--- config.mk ---
export PLATFORM = sky130hd
export DESIGN_NAME = adc_cfg_sched_flat
export DESIGN_NICKNAME = d
export VERILOG_FILES = /design/src/rtl/adc_cfg_sched_if.sv /design/src/rtl/adc_cfg_sched.sv /design/src/flat_wrapper.sv
export SDC_FILE = /design/constraint.sdc
export NUM_CORES = 1
export LEC_CHECK = 0
export BUFFER_PORTS_ARGS = -buffer_cell sky130_fd_sc_hd__buf_2
export CAP_MARGIN = 20
export CORE_ASPECT_RATIO = 1.4
export CORE_MARGIN = 2
export CORE_UTILIZATION = 34
export CTS_CLUSTER_DIAMETER = 40
export DETAILED_ROUTE_END_ITERATION = 8
export SLEW_MARGIN = 20
export SYNTH_ARGS = -nofsm -noshare
export SYNTH_HDL_FRONTEND = slang
export SYNTH_SLANG_ARGS = --single-unit
--- constraint.sdc ---
create_clock -name clk_sck -period 2.5 [get_ports clk_sck]
set_input_delay 0.25 -clock clk_sck [delete_from_list [all_inputs] [get_ports clk_sck]]
set_output_delay 0.25 -clock clk_sck [all_outputs]
set_load 0.1 [all_outputs]
--- src/rtl/adc_cfg_sched_if.sv ---
// Request/response and SPI-config-engine signal bundle for adc_cfg_sched.
// slave = scheduler side, master = requesters / config engine side.
interface adc_cfg_sched_if;
  logic        req0_valid;
  logic [31:0] req0_data;
  logic        req1_valid;
  logic [31:0] req1_data;
  logic        req0_ack;
  logic        req1_ack;
  logic [15:0] rsp_data;
  logic        cfg_start;
  logic [31:0] cfg_data;
  logic [15:0] cfg_rdata;
  logic        cfg_ready;
  logic        busy;

  modport slave (
    input  req0_valid, req0_data, req1_valid, req1_data, cfg_rdata,
    output req0_ack, req1_ack, rsp_data, cfg_start, cfg_data, cfg_ready, busy
  );

  modport master (
    output req0_valid, req0_data, req1_valid, req1_data, cfg_rdata,
    input  req0_ack, req1_ack, rsp_data, cfg_start, cfg_data, cfg_ready, busy
  );
endinterface

--- src/rtl/adc_cfg_sched.sv ---
// Two-requester scheduler for the ADC SPI config engine, gated by a power-up delay.
// Define ADC_CFG_RR_EN for round-robin arbitration; default is fixed priority (req0 wins).
module adc_cfg_sched #(
  parameter int unsigned XFER_CYCLES  = 48,
  parameter int unsigned PWRUP_CYCLES = 16128
) (
  input  logic           clk_sck,
  input  logic           rst_n,
  adc_cfg_sched_if.slave bus
);

  typedef enum logic [1:0] {IDLE, ISSUE, WAIT, DONE} state_t;

  localparam logic [23:0] PWRUP_LIM = 24'(PWRUP_CYCLES);
  localparam logic [7:0]  XFER_LD   = 8'(XFER_CYCLES);

  state_t      state, state_nxt;
  logic [23:0] pwr_cnt;
  logic [7:0]  wait_cnt;
  logic        grant1;
  logic [31:0] cfg_data_q;
  logic [15:0] rsp_data_q;
  logic        cfg_ready;
  logic        any_req;
  logic        pick1;
  logic        grant_ld;
  logic        wait_ld;
  logic        wait_dec;
  logic        rsp_ld;

  assign cfg_ready = (pwr_cnt == PWRUP_LIM);
  assign any_req   = bus.req0_valid | bus.req1_valid;

  always_ff @(posedge clk_sck) begin
    if (!rst_n) begin
      pwr_cnt <= '0;
    end else if (!cfg_ready) begin
      pwr_cnt <= pwr_cnt + 24'd1;
    end
  end

`ifdef ADC_CFG_RR_EN
  // last1 set means req1 was granted last, so req0 is preferred on a tie.
  logic last1;

  always_ff @(posedge clk_sck) begin
    if (!rst_n) begin
      last1 <= 1'b1;
    end else if (grant_ld) begin
      last1 <= pick1;
    end
  end

  always_comb begin
    pick1 = bus.req1_valid & (~bus.req0_valid | ~last1);
  end
`else
  always_comb begin
    pick1 = bus.req1_valid & ~bus.req0_valid;
  end
`endif

  always_ff @(posedge clk_sck) begin
    if (!rst_n) begin
      state <= IDLE;
    end else begin
      state <= state_nxt;
    end
  end

  always_comb begin
    state_nxt = state;
    grant_ld  = 1'b0;
    wait_ld   = 1'b0;
    wait_dec  = 1'b0;
    rsp_ld    = 1'b0;
    case (state)
      IDLE: begin
        if (cfg_ready && any_req) begin
          grant_ld  = 1'b1;
          state_nxt = ISSUE;
        end
      end
      ISSUE: begin
        wait_ld   = 1'b1;
        state_nxt = WAIT;
      end
      WAIT: begin
        wait_dec = 1'b1;
        if (wait_cnt == 8'd1) begin
          rsp_ld    = 1'b1;
          state_nxt = DONE;
        end
      end
      DONE: begin
        state_nxt = IDLE;
      end
      default: begin
        state_nxt = IDLE;
      end
    endcase
  end

  always_ff @(posedge clk_sck) begin
    if (!rst_n) begin
      wait_cnt <= '0;
    end else if (wait_ld) begin
      wait_cnt <= XFER_LD;
    end else if (wait_dec) begin
      wait_cnt <= wait_cnt - 8'd1;
    end
  end

  // Command word and grant are captured once at grant time; later requester
  // data changes cannot reach the config engine.
  always_ff @(posedge clk_sck) begin
    if (!rst_n) begin
      cfg_data_q <= '0;
      grant1     <= 1'b0;
    end else if (grant_ld) begin
      cfg_data_q <= pick1 ? bus.req1_data : bus.req0_data;
      grant1     <= pick1;
    end
  end

  always_ff @(posedge clk_sck) begin
    if (!rst_n) begin
      rsp_data_q <= '0;
    end else if (rsp_ld) begin
      rsp_data_q <= bus.cfg_rdata;
    end
  end

  assign bus.cfg_start = (state == ISSUE);
  assign bus.busy      = (state != IDLE);
  assign bus.req0_ack  = (state == DONE) & ~grant1;
  assign bus.req1_ack  = (state == DONE) & grant1;
  assign bus.cfg_ready = cfg_ready;
  assign bus.cfg_data  = cfg_data_q;
  assign bus.rsp_data  = rsp_data_q;

endmodule
--- src/flat_wrapper.sv ---
// flat-port wrapper written by rule: the top's interface ports become plain ports
module adc_cfg_sched_flat 
#(
  parameter int unsigned XFER_CYCLES  = 48,
  parameter int unsigned PWRUP_CYCLES = 16128
)
  (clk_sck, rst_n, bus_req0_valid, bus_req0_data, bus_req1_valid, bus_req1_data, bus_cfg_rdata, bus_req0_ack, bus_req1_ack, bus_rsp_data, bus_cfg_start, bus_cfg_data, bus_cfg_ready, bus_busy);
  adc_cfg_sched_if bus_i ();
  input  logic clk_sck;
  input  logic rst_n;
  input wire logic [$bits(bus_i.req0_valid)-1:0] bus_req0_valid;
  input wire logic [$bits(bus_i.req0_data)-1:0] bus_req0_data;
  input wire logic [$bits(bus_i.req1_valid)-1:0] bus_req1_valid;
  input wire logic [$bits(bus_i.req1_data)-1:0] bus_req1_data;
  input wire logic [$bits(bus_i.cfg_rdata)-1:0] bus_cfg_rdata;
  output wire logic [$bits(bus_i.req0_ack)-1:0] bus_req0_ack;
  output wire logic [$bits(bus_i.req1_ack)-1:0] bus_req1_ack;
  output wire logic [$bits(bus_i.rsp_data)-1:0] bus_rsp_data;
  output wire logic [$bits(bus_i.cfg_start)-1:0] bus_cfg_start;
  output wire logic [$bits(bus_i.cfg_data)-1:0] bus_cfg_data;
  output wire logic [$bits(bus_i.cfg_ready)-1:0] bus_cfg_ready;
  output wire logic [$bits(bus_i.busy)-1:0] bus_busy;
  assign bus_i.req0_valid = bus_req0_valid;
  assign bus_i.req0_data = bus_req0_data;
  assign bus_i.req1_valid = bus_req1_valid;
  assign bus_i.req1_data = bus_req1_data;
  assign bus_i.cfg_rdata = bus_cfg_rdata;
  assign bus_req0_ack = bus_i.req0_ack;
  assign bus_req1_ack = bus_i.req1_ack;
  assign bus_rsp_data = bus_i.rsp_data;
  assign bus_cfg_start = bus_i.cfg_start;
  assign bus_cfg_data = bus_i.cfg_data;
  assign bus_cfg_ready = bus_i.cfg_ready;
  assign bus_busy = bus_i.busy;
  adc_cfg_sched #(.XFER_CYCLES(XFER_CYCLES), .PWRUP_CYCLES(PWRUP_CYCLES)) u_core (.clk_sck(clk_sck), .rst_n(rst_n), .bus(bus_i));
endmodule
==> metrics.cfg, run 1 <==
[synth]
async_flop_share_pct=0
synthDistinctLibCells=45
synthesis.area_sq_um=4060
avgSynthCellArea_sq_um=9.15
ys_ff_latch=83
synthCells=444
synth_edf_count=0
syn_nets=536
yosys_warnings=0
yosysSeqAreaShare_pct=40.9
ys.flop_type=dfxtp_1

[timing]
min_period_ns=2.40
worstMarginPinSlew_ns=0.562
slew_violations=0
grt_setup_unrepaired=false
slew_headroom_pct=62.2
finalSetupViolCount=0
hold_ws_ns=0.142
fin_crit_sh_pct=95.8
fmax_ghz=0.417
setup_tns_ns=0
hold_violations=0
clock-skew-final_ns=0.00942

[clocking]
cts_resized=0
ctsHoldBuffers=0
cts_buffer_depth=2
clock_latency_ns=0.34
cts-root-buf=clkbuf_16
cts_inserted_buffers=9
htree_levels=3
post_cts_buffers=0
clock-sinks=83
clk_pin_slew_ns=0.06
cts_tree=yes

[pwr]
p_per_area_nw_per_um2=598
power.leakage_nw=2.56
ir_worst_vdd_mv=0.314

[worst_setup_path]
critPathTopFamily=simple AND/OR/NAND/NOR gates
regToRegStartpoint=u_core.pwr_cnt[1]
slowest_stage=or4_1
worstReg2RegEnd=u_core.pwr_cnt[22]
reg2reg_depth=5
worstSetupStartpointType=flip-flop
required_ns=2.25
crit_buf_inv=1
worstSetupEndpointType=output port
r2r_setup_slack_ns=0.23
worstPathMaxFanout=8
crit_path_max_incr_delay_ns=0.61
worstPathCellList=or4_1, or4_4, nor2_4, buf_12
path_class=reg2out
cp.arrival_ns=2.15

[run_status]
status=finished clean

[detailed_routing]
vias_per_cell=4.81
wirelength_um=9240
drc=0
routed-via-count=3486
drt-pass1-iter-count=4
first_iter_violations=81
wire_per_inst_um=12.7
ant_nets=0

[hold_path]
whs_path_depth=3
min_path_type=in2reg
min_to=u_core.bus.rsp_data[0]
hp-start=bus_cfg_rdata[0]

[cells_and_area]
nets=665
fin_util_pct=44.1
syn2layout_area_growth_pct=27.7
nFillCells=1178
final_cell_mix=buf_2, dfxtp_1, nand2_1, mux2i_1, nor2_1
layout-drive-gt1-share_pct=34.3
layout_commonest_cell=buf_2
antennaDiodeCount=0

[placement]
gp_congestion=0.819
hpwl_um=6760
io_buffers=136

[job]
max_cap_viol_count=0

[floorplan]
rows=47
die_area_sq_um=12900
fp.dieH_um=133
die_w_um=96.4
core_sq_um=11800
ioPinCount=137
start_util_pct=34.6

[global_routing]
grt_start_max_net_pins=62
antenna_found_initial=0
grt_overflow=0
grt_first_pass_wirelength_um=15300
grt_pass1_vias=3449
grtUsageTotal_pct=15.0

worst min-delay path, cell delays in order:
cell     delay, ns
buf_2         0.07
mux2i_1       0.05
nor2_1        0.07
synth_stat cells, drive strengths merged, types with 3 or more instances:
| library cell | number | area (sq um) |
|---|---|---|
| dfxtp | 83 | 1660 |
| nand2 | 80 | 300 |
| mux2i | 53 | 531 |
| nor2 | 35 | 131 |
| mux2 | 32 | 360 |
| clkbuf | 16 | 60.1 |
| nand3 | 14 | 85.1 |
| inv | 12 | 45.0 |
| a21oi | 10 | 50.1 |
| xor2 | 9 | 78.8 |
| buf | 8 | 56.3 |
| ha | 8 | 100 |
| nor4 | 8 | 65.1 |
| o21ai | 8 | 40.0 |
| nor3 | 7 | 35.0 |
| or4 | 7 | 52.6 |
| xnor2 | 7 | 61.3 |
| nand4 | 6 | 52.6 |
| and3 | 5 | 31.3 |
| nand2b | 5 | 31.3 |
| or3 | 5 | 31.3 |
| nor2b | 4 | 25.0 |
| and2 | 3 | 18.8 |
| o31ai | 3 | 22.5 |
where the power goes:
part           total (mW)  switching (mW)  internal (mW)
logic               0.449           0.283          0.166
clock network        1.29           0.518          0.774
registers            1.36          0.0227           1.34
stage by stage:
stage / std cells / power [mW] / worst slack (ns) / area, sq um
2_1_floorplan: 444 / 1.71 / 0.278 / 4070
3_3_place_gp: 709 / 1.83 / 0.317 / 4900
3_5_place_dp: 709 / 1.84 / 0.285 / 4900
4_1_cts: 725 / 3.15 / 0.0335 / 5190
5_1_grt: 725 / 3.24 / 0.0254 / 5190
6_report: 725 / 3.10 / 0.105 / 5190
metal layers:
metal	vias up	GRT usage (%)	part of all wire, %
met5	-	0	0
met4	0	5.79	1.6
met3	11	4.47	6.9
met2	106	26.0	50
met1	1585	16.9	42
li1	1784	-	-
state kept, by name, summed over array words and instances (netlist names):
name and flops:
u_core.state 2, u_core.bus.rsp_data 16, u_core.wait_cnt 8, u_core.grant1 1, u_core.bus.cfg_data 32, u_core.pwr_cnt 24
cell families (layout without fill, tap and decap cells):
group | after synthesis | count (layout) | share of synthesized area, %
buffers and inverters | 36 | 170 | 3.97
multiplexers | 85 | 85 | 21.9
AND/OR/NAND/NOR | 185 | 185 | 22.4
adder cells (fa/ha/maj) | 8 | 8 | 2.46
XOR/XNOR | 16 | 16 | 3.45
flip-flops | 83 | 83 | 40.9
AO/OA/AOI/OAI | 31 | 31 | 4.90
worst max path at each step:
stage,startpoint,to,slack [ns],cells after the start
final,u_core.pwr_cnt[2],bus_cfg_ready,0.10,4
after detailed placement,u_core.pwr_cnt[1],u_core.pwr_cnt[22],0.28,5
after CTS,u_core.pwr_cnt[2],bus_cfg_ready,0.03,4
after floorplan,u_core.pwr_cnt[2],bus_cfg_ready,0.28,3
after global routing,u_core.pwr_cnt[1],u_core.pwr_cnt[22],0.03,5
after global placement,u_core.pwr_cnt[1],u_core.pwr_cnt[22],0.32,5
layout make-up:
cell class | count | area (sq um) | share of cell area [%]
Tap cell | 147 | 184 | 3.54
Timing Repair Buffer | 142 | 753 | 14.5
Clock inverter | 4 | 51.3 | 0.988
Clock buffer | 12 | 236 | 4.56
Multi-Input combinational cell | 325 | 2260 | 43.5
Inverter | 12 | 45.0 | 0.868
Sequential cell | 83 | 1660 | 32.0
Power figures use the tool's default switching activity.
==> run 2, diff against run 1 <==
clock period = 2.35 ns   (was 2.5 ns; I/O delays follow)
==> metrics.cfg, run 2 (same netlist as run 1, synthesis figures left out) <==
[run_status]
status=finished clean

[cells_and_area]
final_area_sq_um=5270
stdcell_count=728
layout_commonest_cell=buf_2
multi_input_area_sq_um=2270
seqCellArea_sq_um=1670
fin_util_pct=44.8
layout-drive-gt1-share_pct=35.6
syn2layout_area_growth_pct=29.6
largest_register_ffs=32
nets=668
final_cell_mix=buf_2, nand2_1, dfxtp_1, mux2i_1, nor2_1
nFillCells=1177
antennaDiodeCount=0

[worst_setup_path]
cp.arrival_ns=2.06
crit_top_cell=or4_4
path_class=reg2out
worstReg2RegEnd=u_core.pwr_cnt[22]
worstSetupStartpointType=flip-flop
crit_buf_inv=1
required_ns=2.12
reg2reg_depth=5
worstPathCellList=or4_4, or4_4, nor2_4, buf_12
critPathTopFamily=simple AND/OR/NAND/NOR gates
worstSetupEndpointType=output port
crit_path_max_incr_delay_ns=0.55
slowest_stage=or4_4
worstPathMaxFanout=5
regToRegStartpoint=u_core.pwr_cnt[1]
r2r_setup_slack_ns=0.18

[floorplan]
ioPinCount=137
rows=47
start_util_pct=34.6
die_w_um=96.4
die_area_sq_um=12900
core_sq_um=11800
fp.dieH_um=133

[hold_path]
min_path_type=in2reg
hp-start=bus_cfg_rdata[4]
whs_path_depth=3
min_to=u_core.bus.rsp_data[4]

[timing]
grt_setup_unrepaired=false
min_period_ns=2.29
hold_violations=0
worst_slack_ns=0.0563
setup_tns_ns=0
finalSetupViolCount=0
fin_crit_sh_pct=97.6
clock-skew-final_ns=0.00525
slew_headroom_pct=65.2
fmax_ghz=0.436
hold_ws_ns=0.133
slew_violations=0
worstMarginPinSlew_ns=0.517

[placement]
preCtsSetupSlack_ns=0.233
place_area_sq_um=4930
hpwl_um=6970
io_buffers=136
dp.cells=711
gp_congestion=0.833

[clocking]
clk_pin_slew_ns=0.06
htree_levels=3
cts_tree=yes
clock-sinks=83
cts_buffer_depth=2
clock_latency_ns=0.34
cts_inserted_buffers=9
cts-root-buf=clkbuf_16

[detailed_routing]
ant_nets=0
vias_per_cell=4.85
routed-via-count=3534
drt-pass1-iter-count=4
wire_per_inst_um=12.9
first_iter_violations=103
drc=0
wirelength_um=9400

[global_routing]
grtUsageMet3_pct=4.75
use_met2_pct=26.7
grt_first_pass_wirelength_um=15700
antenna_found_initial=0
use_met1_pct=16.9
grtUsageTotal_pct=15.3
grt.busiest_layer=met2
grt_overflow=0
grt_start_max_net_pins=63
grt_pass1_vias=3516

[pwr]
p_per_area_nw_per_um2=649
ir_worst_vdd_mv=0.275
power_mw=3.42
power.leakage_nw=2.60

[job]
max_cap_viol_count=0

run 2: tightest hold or removal path, stage by stage:
cell     delay, ns
buf_2         0.07
mux2i_1       0.05
nor2_1        0.07
run 2: final cells by class:
type                    count  share of cell area, %
clock inverters             5                   1.47
flip-flops and latches     83                   31.7
repair buffers            145                   15.0
clock buffers              11                   4.42
well taps                 147                   3.49
multi-input cells         325                   43.1
inverters                  12                  0.856
run 2: where the power goes:
group / switching, mW / leakage, nW / internal [mW]
clock network: 0.559 / 0.150 / 0.928
registers: 0.0242 / 0.671 / 1.43
logic: 0.301 / 1.78 / 0.178
total: 0.884 / 2.60 / 2.53
run 2: worst max-delay path by stage:
stage / start / end / slack (ns) / cells after the start
2_1_floorplan: u_core.pwr_cnt[2] / bus_cfg_ready / 0.14 / 3
3_3_place_gp: u_core.pwr_cnt[2] / bus_cfg_ready / 0.29 / 4
3_5_place_dp: u_core.pwr_cnt[1] / u_core.pwr_cnt[22] / 0.23 / 5
4_1_cts: u_core.pwr_cnt[2] / bus_cfg_ready / 0.002 / 4
5_1_grt: u_core.pwr_cnt[17] / bus_cfg_ready / 0.004 / 4
6_report: u_core.pwr_cnt[17] / bus_cfg_ready / 0.06 / 4
run 2: metal layers:
metal / up-vias / share of wire, %
met5: - / 0
met4: 0 / 1.8
li1: 1790 / -
met2: 121 / 51
met1: 1608 / 40
met3: 15 / 7.8
run 2: what timing repair did:
action                                  CTS  global route
gates resized for setup                   2             5
pin swaps                                 0             3
endpoints found under the setup margin    1             1
setup buffers                             0             1
hold endpoints to repair                  0             0
hold buffers                              0             0
